**src/rtl/muldiv_sequencer.sv**
```systemverilog
// muldiv_sequencer
// Iterative multiply/divide unit with a private HI/LO register pair. It sits
// beside the main ALU in EX and services the R-type ops MULT/MULTU/DIV/DIVU
// (iterative, WIDTH+2 cycles) and MFHI/MFLO/MTHI/MTLO (single cycle).
//
// Ports:
//   clk        rising-edge clock
//   reset      synchronous active-high reset (aborts any running op)
//   start      EX instruction is a valid mul/div/HI-LO op this cycle
//   funct      R-type funct field
//   rs_data    operand A (dividend / multiplicand / MTHI-MTLO source)
//   rt_data    operand B (divisor / multiplier)
//   busy       an iterative op is in progress
//   stall      hold EX and earlier: a HI/LO op arrived while busy
//   done       one-cycle pulse, HI/LO hold a new result
//   hi, lo     HI and LO registers
//   hilo_rdata lo when funct is MFLO, hi otherwise
module muldiv_sequencer #(
    parameter int WIDTH = 32
) (
    input  logic             clk,
    input  logic             reset,
    input  logic             start,
    input  logic [5:0]       funct,
    input  logic [WIDTH-1:0] rs_data,
    input  logic [WIDTH-1:0] rt_data,
    output logic             busy,
    output logic             stall,
    output logic             done,
    output logic [WIDTH-1:0] hi,
    output logic [WIDTH-1:0] lo,
    output logic [WIDTH-1:0] hilo_rdata
);

    localparam logic [5:0] F_MFHI  = 6'h10;
    localparam logic [5:0] F_MTHI  = 6'h11;
    localparam logic [5:0] F_MFLO  = 6'h12;
    localparam logic [5:0] F_MTLO  = 6'h13;
    localparam logic [5:0] F_MULT  = 6'h18;
    localparam logic [5:0] F_MULTU = 6'h19;
    localparam logic [5:0] F_DIV   = 6'h1A;
    localparam logic [5:0] F_DIVU  = 6'h1B;

    localparam int CNT_W = $clog2(WIDTH + 1);

    typedef enum logic [1:0] {S_IDLE, S_RUN, S_FIX} state_t;

    state_t state, state_next;

    logic [CNT_W-1:0] count;
    // acc_hi: partial product high half / partial remainder
    // acc_lo: multiplier bits being consumed / dividend shifting into quotient
    logic [WIDTH-1:0] acc_hi, acc_lo;
    logic [WIDTH-1:0] operand_b;      // multiplicand or divisor magnitude
    logic [WIDTH-1:0] dividend_raw;   // rs as accepted, returned in hi on /0
    logic             is_div, neg_result, neg_rem, div_zero;

    logic is_arith, is_hilo_op, accept;
    logic signed_op, a_neg, b_neg;
    logic [WIDTH-1:0] mag_a, mag_b;
    logic [WIDTH:0]   mul_sum, div_shift, div_diff;
    logic [2*WIDTH-1:0] product_fixed;
    logic [WIDTH-1:0]   quo_fixed, rem_fixed;

    function automatic logic [WIDTH-1:0] negate_w(input logic [WIDTH-1:0] v,
                                                  input logic en);
        return en ? (~v + WIDTH'(1)) : v;
    endfunction

    function automatic logic [2*WIDTH-1:0] negate_2w(input logic [2*WIDTH-1:0] v,
                                                     input logic en);
        return en ? (~v + (2*WIDTH)'(1)) : v;
    endfunction

    always_comb begin
        is_arith   = funct inside {F_MULT, F_MULTU, F_DIV, F_DIVU};
        is_hilo_op = is_arith || (funct inside {F_MFHI, F_MFLO, F_MTHI, F_MTLO});
        // MULT (0x18) and DIV (0x1A) are the signed forms: funct[0] clear
        signed_op  = !funct[0];
        a_neg      = signed_op && rs_data[WIDTH-1];
        b_neg      = signed_op && rt_data[WIDTH-1];
        mag_a      = negate_w(rs_data, a_neg);
        mag_b      = negate_w(rt_data, b_neg);
    end

    assign busy       = (state != S_IDLE);
    assign stall      = start && busy && is_hilo_op;
    assign accept     = start && !busy && is_arith;
    assign hilo_rdata = (funct == F_MFLO) ? lo : hi;

    // One iteration step for each algorithm
    always_comb begin
        mul_sum   = {1'b0, acc_hi} + (acc_lo[0] ? {1'b0, operand_b} : '0);
        div_shift = {acc_hi, acc_lo[WIDTH-1]};
        div_diff  = div_shift - {1'b0, operand_b};
    end

    // Sign correction applied in FIX
    always_comb begin
        product_fixed = negate_2w({acc_hi, acc_lo}, neg_result);
        quo_fixed     = div_zero ? '1 : negate_w(acc_lo, neg_result);
        rem_fixed     = div_zero ? dividend_raw : negate_w(acc_hi, neg_rem);
    end

    always_ff @(posedge clk) begin
        if (reset) state <= S_IDLE;
        else       state <= state_next;
    end

    always_comb begin
        state_next = state;
        case (state)
            S_IDLE:  if (accept) state_next = S_RUN;
            S_RUN:   if (count == CNT_W'(1)) state_next = S_FIX;
            S_FIX:   state_next = S_IDLE;
            default: state_next = S_IDLE;
        endcase
    end

    always_ff @(posedge clk) begin
        if (reset) begin
            count        <= '0;
            acc_hi       <= '0;
            acc_lo       <= '0;
            operand_b    <= '0;
            dividend_raw <= '0;
            is_div       <= 1'b0;
            neg_result   <= 1'b0;
            neg_rem      <= 1'b0;
            div_zero     <= 1'b0;
            hi           <= '0;
            lo           <= '0;
            done         <= 1'b0;
        end else begin
            done <= (state == S_FIX);
            case (state)
                S_IDLE: begin
                    if (accept) begin
                        count        <= CNT_W'(WIDTH);
                        is_div       <= funct[1];
                        neg_result   <= a_neg ^ b_neg;
                        neg_rem      <= a_neg;
                        div_zero     <= funct[1] && (rt_data == '0);
                        dividend_raw <= rs_data;
                        acc_hi       <= '0;
                        if (funct[1]) begin
                            acc_lo    <= mag_a;
                            operand_b <= mag_b;
                        end else begin
                            acc_lo    <= mag_b;
                            operand_b <= mag_a;
                        end
                    end else if (start && funct == F_MTHI) begin
                        hi <= rs_data;
                    end else if (start && funct == F_MTLO) begin
                        lo <= rs_data;
                    end
                end
                S_RUN: begin
                    count <= count - CNT_W'(1);
                    if (is_div) begin
                        // Restoring step: keep the subtraction only if no borrow
                        if (!div_diff[WIDTH]) begin
                            acc_hi <= div_diff[WIDTH-1:0];
                            acc_lo <= {acc_lo[WIDTH-2:0], 1'b1};
                        end else begin
                            acc_hi <= div_shift[WIDTH-1:0];
                            acc_lo <= {acc_lo[WIDTH-2:0], 1'b0};
                        end
                    end else begin
                        // Shift-add step: add multiplicand on a set multiplier
                        // bit, then shift the whole {carry,hi,lo} right by one
                        acc_hi <= mul_sum[WIDTH:1];
                        acc_lo <= {mul_sum[0], acc_lo[WIDTH-1:1]};
                    end
                end
                S_FIX: begin
                    if (is_div) begin
                        hi <= rem_fixed;
                        lo <= quo_fixed;
                    end else begin
                        hi <= product_fixed[2*WIDTH-1:WIDTH];
                        lo <= product_fixed[WIDTH-1:0];
                    end
                end
                default: ;
            endcase
        end
    end

endmodule

```
**config.mk**
```make
export PLATFORM = sky130hd
export DESIGN_NAME = muldiv_sequencer
export DESIGN_NICKNAME = d
export VERILOG_FILES = /design/src/rtl/muldiv_sequencer.sv
export SDC_FILE = /design/constraint.sdc
export NUM_CORES = 1
export LEC_CHECK = 0
export ABC_AREA = 0
export BUFFER_PORTS_ARGS = -buffer_cell sky130_fd_sc_hd__buf_2
export CORE_MARGIN = 2
export CORE_UTILIZATION = 50
export DETAILED_ROUTE_END_ITERATION = 10
export PLACE_DENSITY = 0.69
export RECOVER_POWER = 25
export SKIP_LAST_GASP = 1
export SYNTH_ARGS = -nofsm -noshare
export SYNTH_HDL_FRONTEND = slang
export SYNTH_SLANG_ARGS = --single-unit
```
**constraint.sdc**
```tcl
create_clock -name clk -period 4.2 [get_ports clk]
set_input_delay 0.42 -clock clk [delete_from_list [all_inputs] [get_ports clk]]
set_output_delay 0.42 -clock clk [all_outputs]
set_load 0.01 [all_outputs]
```
Word level (Yosys, flattened, before mapping)
Index checks and enable logic that the tools add are counted.
{"block": "word_totals", "reg_bits": 205, "inputBits": 73, "output_inout_bits": 99}
{"block": "op_classes", "add_sub_neg": 8, "n_eq_ne": 17, "n_mux": 33, "n_bitwise": 6, "n_reduce_logical": 24}
{"op": "$mux W32", "n": 22}
{"op": "$pmux W32 S2", "n": 4}
{"op": "$add A32 B1 Y32 const B", "n": 4}
{"op": "$not A32 Y32", "n": 4}
{"op": "$add A64 B1 Y64 const B", "n": 1}
{"op": "$mux W64", "n": 1}
{"op": "$not A64 Y64", "n": 1}
{"op": "$eq A6 B5 Y1 const B", "n": 8}
{"op": "$add A32 B32 Y33", "n": 1}
{"op": "$sub A33 B32 Y33", "n": 1}
{"op": "$logic_not A32 Y1", "n": 1}
{"op": "$ne A2 B2 Y1 const B", "n": 6}
{"op": "$pmux W6 S2", "n": 1}
{"op": "$logic_and A1 B1 Y1", "n": 9}
{"op": "$reduce_bool A4 Y1", "n": 2}
{"op": "$eq A6 B1 Y1 const B", "n": 1}
{"op": "$mux W6", "n": 1}
{"op": "$reduce_and A2 Y1", "n": 3}
{"op": "$reduce_bool A2 Y1", "n": 3}
{"op": "$sub A6 B1 Y6 const B", "n": 1}
{"op": "$mux W2", "n": 2}
{"op": "$pmux W2 S2", "n": 1}
{"op": "$reduce_and A4 Y1", "n": 1}
{"op": "$reduce_and A3 Y1", "n": 1}
{"op": "other kinds (7)", "n": 8}

Longest topological paths before layout
Gate-level depths: netlist of the first run.
{"block": "logic_depth", "depth_word": 6, "mapped_depth": 14, "depth_no_buf": 13}

Worst setup path after synthesis of the first run
OpenSTA, ideal clock, no wires.
{"block": "synth_timing", "path_type": "register to register", "start": "register acc_lo[31]", "end": "register acc_hi[13]", "setup_ns": 0.134, "arrival_ns": 3.387, "required_ns": 4.066, "path_slack_ns": 0.679, "stages_incl_launch_ff": 14, "n_path_buf": 2, "cell_sequence": "dfxtp_1 inv_1 ha_1 fa_1 nand2b_1 a21oi_1 o41ai_1 a211oi_1 a41oi_1 xnor2_1 clkbuf_1 clkbuf_1 mux2i_1 o22ai_1"}
{"block": "synth_via", "elab_chain_cells": 4}
{"element": "start: declaration", "line_no": "53", "rtl": "logic [WIDTH-1:0] acc_hi, acc_lo;"}
{"element": "start signal: assignment", "line_no": "147", "rtl": "acc_lo <= mag_a;"}
{"element": "start signal: assignment", "line_no": "150", "rtl": "acc_lo <= mag_b;"}
{"element": "start signal: assignment", "line_no": "165", "rtl": "acc_lo <= {acc_lo[WIDTH-2:0], 1'b1};"}
{"element": "$sub A33 B32 Y33", "line_no": "95", "rtl": "div_diff = div_shift - {1'b0, operand_b};"}
{"element": "$mux W32", "line_no": "163", "rtl": "if (!div_diff[WIDTH]) begin"}
{"element": "$mux W32", "line_no": "161", "rtl": "if (is_div) begin"}
{"element": "$pmux W32 S2", "line_no": "136", "rtl": "case (state)"}
{"element": "end signal: assignment", "line_no": "164", "rtl": "acc_hi <= div_diff[WIDTH-1:0];"}
{"element": "end signal: assignment", "line_no": "167", "rtl": "acc_hi <= div_shift[WIDTH-1:0];"}
{"element": "end signal: assignment", "line_no": "173", "rtl": "acc_hi <= mul_sum[WIDTH:1];"}
{"element": "end: declaration", "line_no": "53"}
No other way between the ends.
A chain may end at the register's enable or synchronous reset.

Final worst setup path of the first run
{"block": "layout_timing", "start": "register acc_lo[31]", "end": "register acc_hi[16]"}
Same word-level chain as after synthesis.

==> flow_metrics.py, run 1 <==
metrics = {
    "cts": {
        "root_buffer": "clkbuf_16",
        "post_cts_buffers": 0,
        "cts.sinks": 205,
        "clock_path_buffers": 3,
        "cts_resized": 0,
        "cts_buffers": 25,
        "cts_tree": "done",
        "clk-insertion-delay-late_ns": 0.56,
        "htreeDepth": 1,
        "clk_pin_slew_ns": 0.06,
        "postCtsHoldBufs": 0,
    },
    "critical_path": {
        "cp_num_buf_inv": 2,
        "slowest_stage": "dfxtp_1",
        "worstSetupStartpointType": "register",
        "critPathMaxStageDelay_ns": 0.48,
        "crit_family": "compound AO/OA/AOI/OAI gates",
        "critical_path_class": "register to register",
        "rrSetupSlack_ns": 0.33,
        "crit_chain": "inv_1 -> ha_1 -> fa_1 -> nand2b_1 -> a21oi_1 -> o41ai_1 -> a211oi_1 -> a41oi_1 -> xnor2_2 -> buf_12 -> mux2_2 -> a21oi_1 -> o21ai_0",
        "path_common_cell": "a21oi_1",
        "cp_max_fo": 34,
        "r2r-start": "acc_lo[31]$_SDFFE_PP0P_",
        "reg2reg_depth": 13,
        "rr_endpoint": "acc_hi[16]$_SDFFE_PP0P_",
        "crit_start": "acc_lo[31]$_SDFFE_PP0P_",
        "critPathCaptureType": "register",
        "cp_data_arrival_time_ns": 4.28,
        "required_ns": 4.61,
        "cp.depth": 13,
    },
    "cells_and_area": {
        "finalNetCount": 2520,
        "drive_gt1_frac": 0.115,
        "final_common_cell": "nand2_1",
        "area_delta_synth_final_pct": 11.5,
        "stdcell_area_mm2": 0.0190,
        "final_cell_mix": "nand2_1 (282), a21oi_1 (237), nor2_1 (210), dfxtp_1 (203), o21ai_0 (148)",
        "fin_util": 0.565,
        "fin_cells": 2842,
    },
    "timing": {
        "setup_tns_ns": 0,
        "setup_slack_ns": 0.330,
        "min_period_ns": 3.87,
        "rsz0062_at_grt": "no",
        "tightest_slew_ns": 2.17,
        "clock_skew_ns": 0.0284,
        "finalSetupViolations": 0,
        "max_freq_ghz": 0.258,
        "slew_violations": 70,
        "hold_slack_ns": 0.183,
        "relSlewSlack": -0.449,
        "post-route-period-util": 0.922,
        "hold_violations": 0,
    },
    "placed_design": {
        "hpwl_um": 53900,
        "dp_slack_ns": 0.462,
        "finalWeightedCongestion": 1.04,
        "dpl.cell_count": 2796,
        "io_buffers": 171,
        "dpl_cell_area_mm2": 0.0182,
    },
    "synthesis": {
        "syn_inst": 2297,
        "synth.distinct_cells": 80,
        "synth_edf_count": 0,
        "yosys_warnings": 0,
        "synth.avg_cell_area_um2": 7.40,
        "synth_area_leaders": "dfxtp_1 (24%), a21oi_1 (7.0%), nand2_1 (6.2%), xnor2_1 (5.5%), mux2i_1 (5.4%)",
        "syn-cell-area_mm2": 0.0170,
        "synth_top_area_frac": 0.241,
        "synthFlopType": "dfxtp_1",
        "syn_nets": 2442,
        "synth_seq_cells": 205,
        "synthArstFlopShare": 0,
        "yosysTopAreaCell": "dfxtp_1",
        "ys_seq_area_frac": 0.241,
    },
    "route": {
        "first_iter_violations": 2334,
        "routed_via_density": 6.59,
        "wl_per_cell_um": 25.1,
        "drc": 0,
        "drtAntennaViolNets": 0,
        "wl_um": 71200,
        "drtPass1Iterations": 6,
        "dr_total_vias": 18700,
    },
    "global_route": {
        "grt_pass1_wl_um": 106000,
        "grt_start_max_net_pins": 77,
        "grt-ovfl-total": 0,
        "track_usage": 0.387,
        "antenna_found_initial": 0,
        "grt_pass1_vias": 16900,
    },
    "floorplan": {
        "fp-row-count": 67,
        "core_area_mm2": 0.0335,
        "dieArea_mm2": 0.0355,
        "chipWidth_um": 188,
        "die_h_um": 188,
        "start_util": 0.507,
        "ios": 172,
    },
    "power_and_ir_drop": {
        "p_total_mw": 5.21,
        "pwr-share-seq": 0.384,
        "ir_worst_vdd_v": 0.000289,
        "power.switching_mw": 1.61,
        "leakagePower_nw": 7.63,
        "internal_power_mw": 3.60,
        "swShare": 0.309,
        "clkPwrFrac": 0.425,
        "power_density_mw_per_mm2": 275,
        "p_comb_frac": 0.190,
    },
    "hold_path": {
        "worst_hold_path.endpoint": "dividend_raw[1]$_SDFFE_PP0P_",
        "min-delay-start": "rs_data[1]",
        "hold_class": "input port to register",
        "hold_depth": 3,
    },
    "outcome": {
        "status": "finished, violations left",
        "violations": "capacitance limit, slew limit",
    },
    "job": {
        "max_cap_viol_count": 2,
    },
}
[power by group through the flow]
stage,Combinational (mW),Sequential [mW],Clock [mW]
finish,0.993,2.00,2.22
global route,1.05,2.01,2.31
CTS,0.960,2.00,2.22
detailed placement,0.954,2.04,0
global placement,0.952,2.04,0
floorplan,0.631,2.03,0
[worst min-delay path, stage by stage]
cell and delay, ns:
buf_2 0.15, nand2_1 0.07, a21oi_1 0.05
[metal layers]
metal | global-route usage | up-vias | routed length [um]
met5 | 0 | - | 0
met4 | 0.133 | 0 | 2680
met3 | 0.0641 | 144 | 8270
met2 | 0.567 | 1158 | 29300
met1 | 0.572 | 8944 | 30900
li1 | - | 8496 | -
[cells in the mapped netlist (all sizes together) (39+ instances only)]
master and instances:
a211oi 75, nor3 39, inv 72, o221ai 43, nor2 212, mux2 41
o21ai 150, xor2 80, xnor2 107, nand2 282, ha 70, mux2i 92
clkbuf 161, a21oi 237, dfxtp 205
[cell type report]
cell class                      count  area [um2]
Clock buffer                       38         754
Clock inverter                      7        72.6
Fill cell                        3299       14600
Inverter                           73         274
Antenna cell                        1        2.50
Multi-Input combinational cell   1838       11900
Sequential cell                   205        4110
Tap cell                          448         561
Timing Repair Buffer              232        1250
[state kept, by name, indices dropped and copies added (netlist names)]
signal,count
acc_hi,32
acc_lo,32
dividend_raw,32
hi,32
lo,32
operand_b,32
count,6
state,2
div_zero,1
done,1
is_div,1
neg_rem,1
neg_result,1
[kinds of logic after synthesis]
family,Yosys count,share of synthesized area
AO/OA/AOI/OAI,733,0.277
AND/OR/NAND/NOR,713,0.192
buffers and inverters,254,0.0583
flip-flops,205,0.241
XOR/XNOR,187,0.0963
multiplexers,133,0.0813
adder cells (fa/ha/maj),72,0.0539
[worst max path at each step]
| stage | slack, ns | to |
|---|---|---|
| finish | 0.33 | acc_hi[16]$_SDFFE_PP0P_ |
| global placement | 0.55 | hi[27]$_SDFFE_PP0P_ |
| CTS | 0.42 | acc_hi[16]$_SDFFE_PP0P_ |
| floorplan | 0.68 | acc_hi[13]$_SDFFE_PP0P_ |
| detailed placement | 0.46 | acc_hi[16]$_SDFFE_PP0P_ |
| global route | 0.09 | acc_hi[16]$_SDFFE_PP0P_ |
Note: power is estimated with default switching activity, not from simulation.
==> inputs of run 2 (changes only) <==
==> constraint.sdc (replaced) <==
create_clock -name clk -period 3.8 [get_ports clk]
set_input_delay 0.38 -clock clk [delete_from_list [all_inputs] [get_ports clk]]
set_output_delay 0.38 -clock clk [all_outputs]
set_load 0.01 [all_outputs]
==> run 2 against run 1 <==
The run still ends with capacitance limit, slew limit left. Core utilization grew 1.5 points. Highest routed layer unchanged. Die area is the same. Wire length shrank 1.3%. Fmax grew 4.7%. Sequential power grew 11%. Cell count grew 2.0%. Critical path depth shrank 8. Total power grew 14%. Clock skew shrank 0.012 ns. Cell area grew 2.7%.
==> flow_metrics.py, run 2 (synthesis results as in run 1) <==
metrics = {
    "floorplan": {
        "dieArea_mm2": 0.0355,
        "start_util": 0.507,
        "chipWidth_um": 188,
        "die_h_um": 188,
        "ios": 172,
        "fp-row-count": 67,
        "core_area_mm2": 0.0335,
    },
    "timing": {
        "clock_skew_ns": 0.0165,
        "post-route-period-util": 0.972,
        "rsz0062_at_grt": "yes",
        "setup_tns_ns": 0,
        "hold_violations": 0,
        "min_period_ns": 3.70,
        "slew_violations": 122,
        "finalSetupViolations": 0,
        "max_freq_ghz": 0.271,
        "relSlewSlack": -0.688,
        "tightest_slew_ns": 2.53,
    },
    "global_route": {
        "antenna_found_initial": 2,
        "grt_pass1_vias": 17200,
        "grt_pass1_wl_um": 105000,
        "track_usage": 0.379,
        "grt-ovfl-total": 0,
        "grt_start_max_net_pins": 122,
    },
    "cts": {
        "postCtsHoldBufs": 0,
        "root_buffer": "clkbuf_16",
        "htreeDepth": 1,
        "clk_pin_slew_ns": 0.06,
        "cts_tree": "done",
        "cts.sinks": 205,
        "clock_path_buffers": 3,
        "clk-insertion-delay-late_ns": 0.54,
        "cts_buffers": 26,
    },
    "power_and_ir_drop": {
        "power_density_mw_per_mm2": 306,
        "leakagePower_nw": 7.97,
        "p_comb_frac": 0.185,
        "p_total_mw": 5.96,
        "clkPwrFrac": 0.443,
        "internal_power_mw": 4.16,
        "swShare": 0.301,
        "pwr-share-seq": 0.372,
        "ir_worst_vdd_v": 0.000309,
        "power.switching_mw": 1.79,
    },
    "placed_design": {
        "io_buffers": 171,
        "dpl_cell_area_mm2": 0.0186,
        "dpl.cell_count": 2850,
        "finalWeightedCongestion": 0.984,
        "hpwl_um": 53400,
    },
    "route": {
        "dr_total_vias": 19000,
        "first_iter_violations": 2358,
        "routed_via_density": 6.55,
        "drtPass1Iterations": 7,
        "drtAntennaViolNets": 0,
        "wl_per_cell_um": 24.2,
        "wl_um": 70300,
        "drc": 0,
    },
    "critical_path": {
        "crit_start": "state[0]$_SDFFE_PP0P_",
        "required_ns": 4.25,
        "cp_max_fo": 121,
        "r2r-start": "state[0]$_SDFFE_PP0P_",
        "critical_path_class": "register to register",
        "cp_data_arrival_time_ns": 4.14,
        "worstSetupStartpointType": "register",
        "critPathCaptureType": "register",
    },
    "outcome": {
        "violations": "capacitance limit, slew limit",
        "status": "finished, violations left",
    },
    "cells_and_area": {
        "finalNetCount": 2575,
        "area_delta_synth_final_pct": 14.5,
        "stdcell_area_mm2": 0.0195,
        "fin_util": 0.581,
        "fillers": 3245,
        "drive_gt1_frac": 0.138,
        "final_cell_mix": "nand2_1 (282), a21oi_1 (236), nor2_1 (210), dfxtp_1 (203), o21ai_0 (148)",
        "fin_cells": 2900,
        "final_common_cell": "nand2_1",
    },
    "hold_path": {
        "min-delay-start": "rs_data[1]",
        "hold_class": "input port to register",
    },
    "job": {
        "max_cap_viol_count": 1,
    },
}
==> run 2: cell count changes in the layout (fill, tap and decap cells not counted), moves of 2 or more <==
| cell | change |
|---|---|
| buf_2 | +3 |
| buf_4 | +54 |
| bufinv_16 | +2 |
| clkbuf_16 | +2 |
| clkbuf_8 | -3 |
==> run 2: layer usage <==
metal  GRT usage  share of wire  vias up  wire length (um)
li1            -              -     8624                 -
met1       0.542           0.43     9050             30200
met2       0.567           0.42     1164             29300
met3      0.0868           0.12      150              8540
met4       0.113          0.032        0              2240
met5           0              0        -                 0
==> run 2: stage by stage <==
stage                     worst slack, ns  hold slack, ns
after floorplan                     0.279           0.432
after global placement              0.216           0.439
after detailed placement            0.130           0.446
after CTS                          0.0809           0.151
after global routing              -0.0187           0.181
final                               0.105           0.171
==> run 2: path summary, 6_finish.rpt <==
kind                                                endpoint  slack (ns)  depth (start not counted)
worst max-delay path              operand_b[16]$_SDFFE_PP0P_        0.10                          5
worst min-delay path            dividend_raw[1]$_SDFFE_PP0P_        0.17                          3
worst max register to register    operand_b[16]$_SDFFE_PP0P_        0.10                          5
worst min register to register    operand_b[27]$_SDFFE_PP0P_        0.45                          2
==> run 2: repair_timing <==
action,4_1_cts,5_1_grt
buffers inserted,0,0
resized for setup,0,4
setup endpoints to repair,0,14
==> run 2: power groups by stage <==
stage	logic [mW]	clock network, mW	registers [mW]
after floorplan	0.697	0	2.24
after global placement	1.05	0	2.26
after detailed placement	1.06	0	2.26
after CTS	1.06	2.65	2.21
after global routing	1.17	2.72	2.22
final	1.10	2.64	2.21
==> run 2: area by class of cell <==
type                            instances  area (um2)  share of cell area
Antenna cell                            2        5.00            0.000257
Clock buffer                           38         767              0.0394
Clock inverter                         10         138             0.00707
Inverter                               73         274              0.0141
Multi-Input combinational cell       1838       12000               0.615
Sequential cell                       205        4110               0.211
Tap cell                              448         561              0.0288
Timing Repair Buffer                  286        1650              0.0846
==> run 2: critical path: stages, from the launching register on <==
cell and delay (ns):
dfxtp_1 0.53, nor2_1 0.20, nand3_4 0.15, buf_2 1.84, a211oi_1 0.47, a211oi_1 0.36
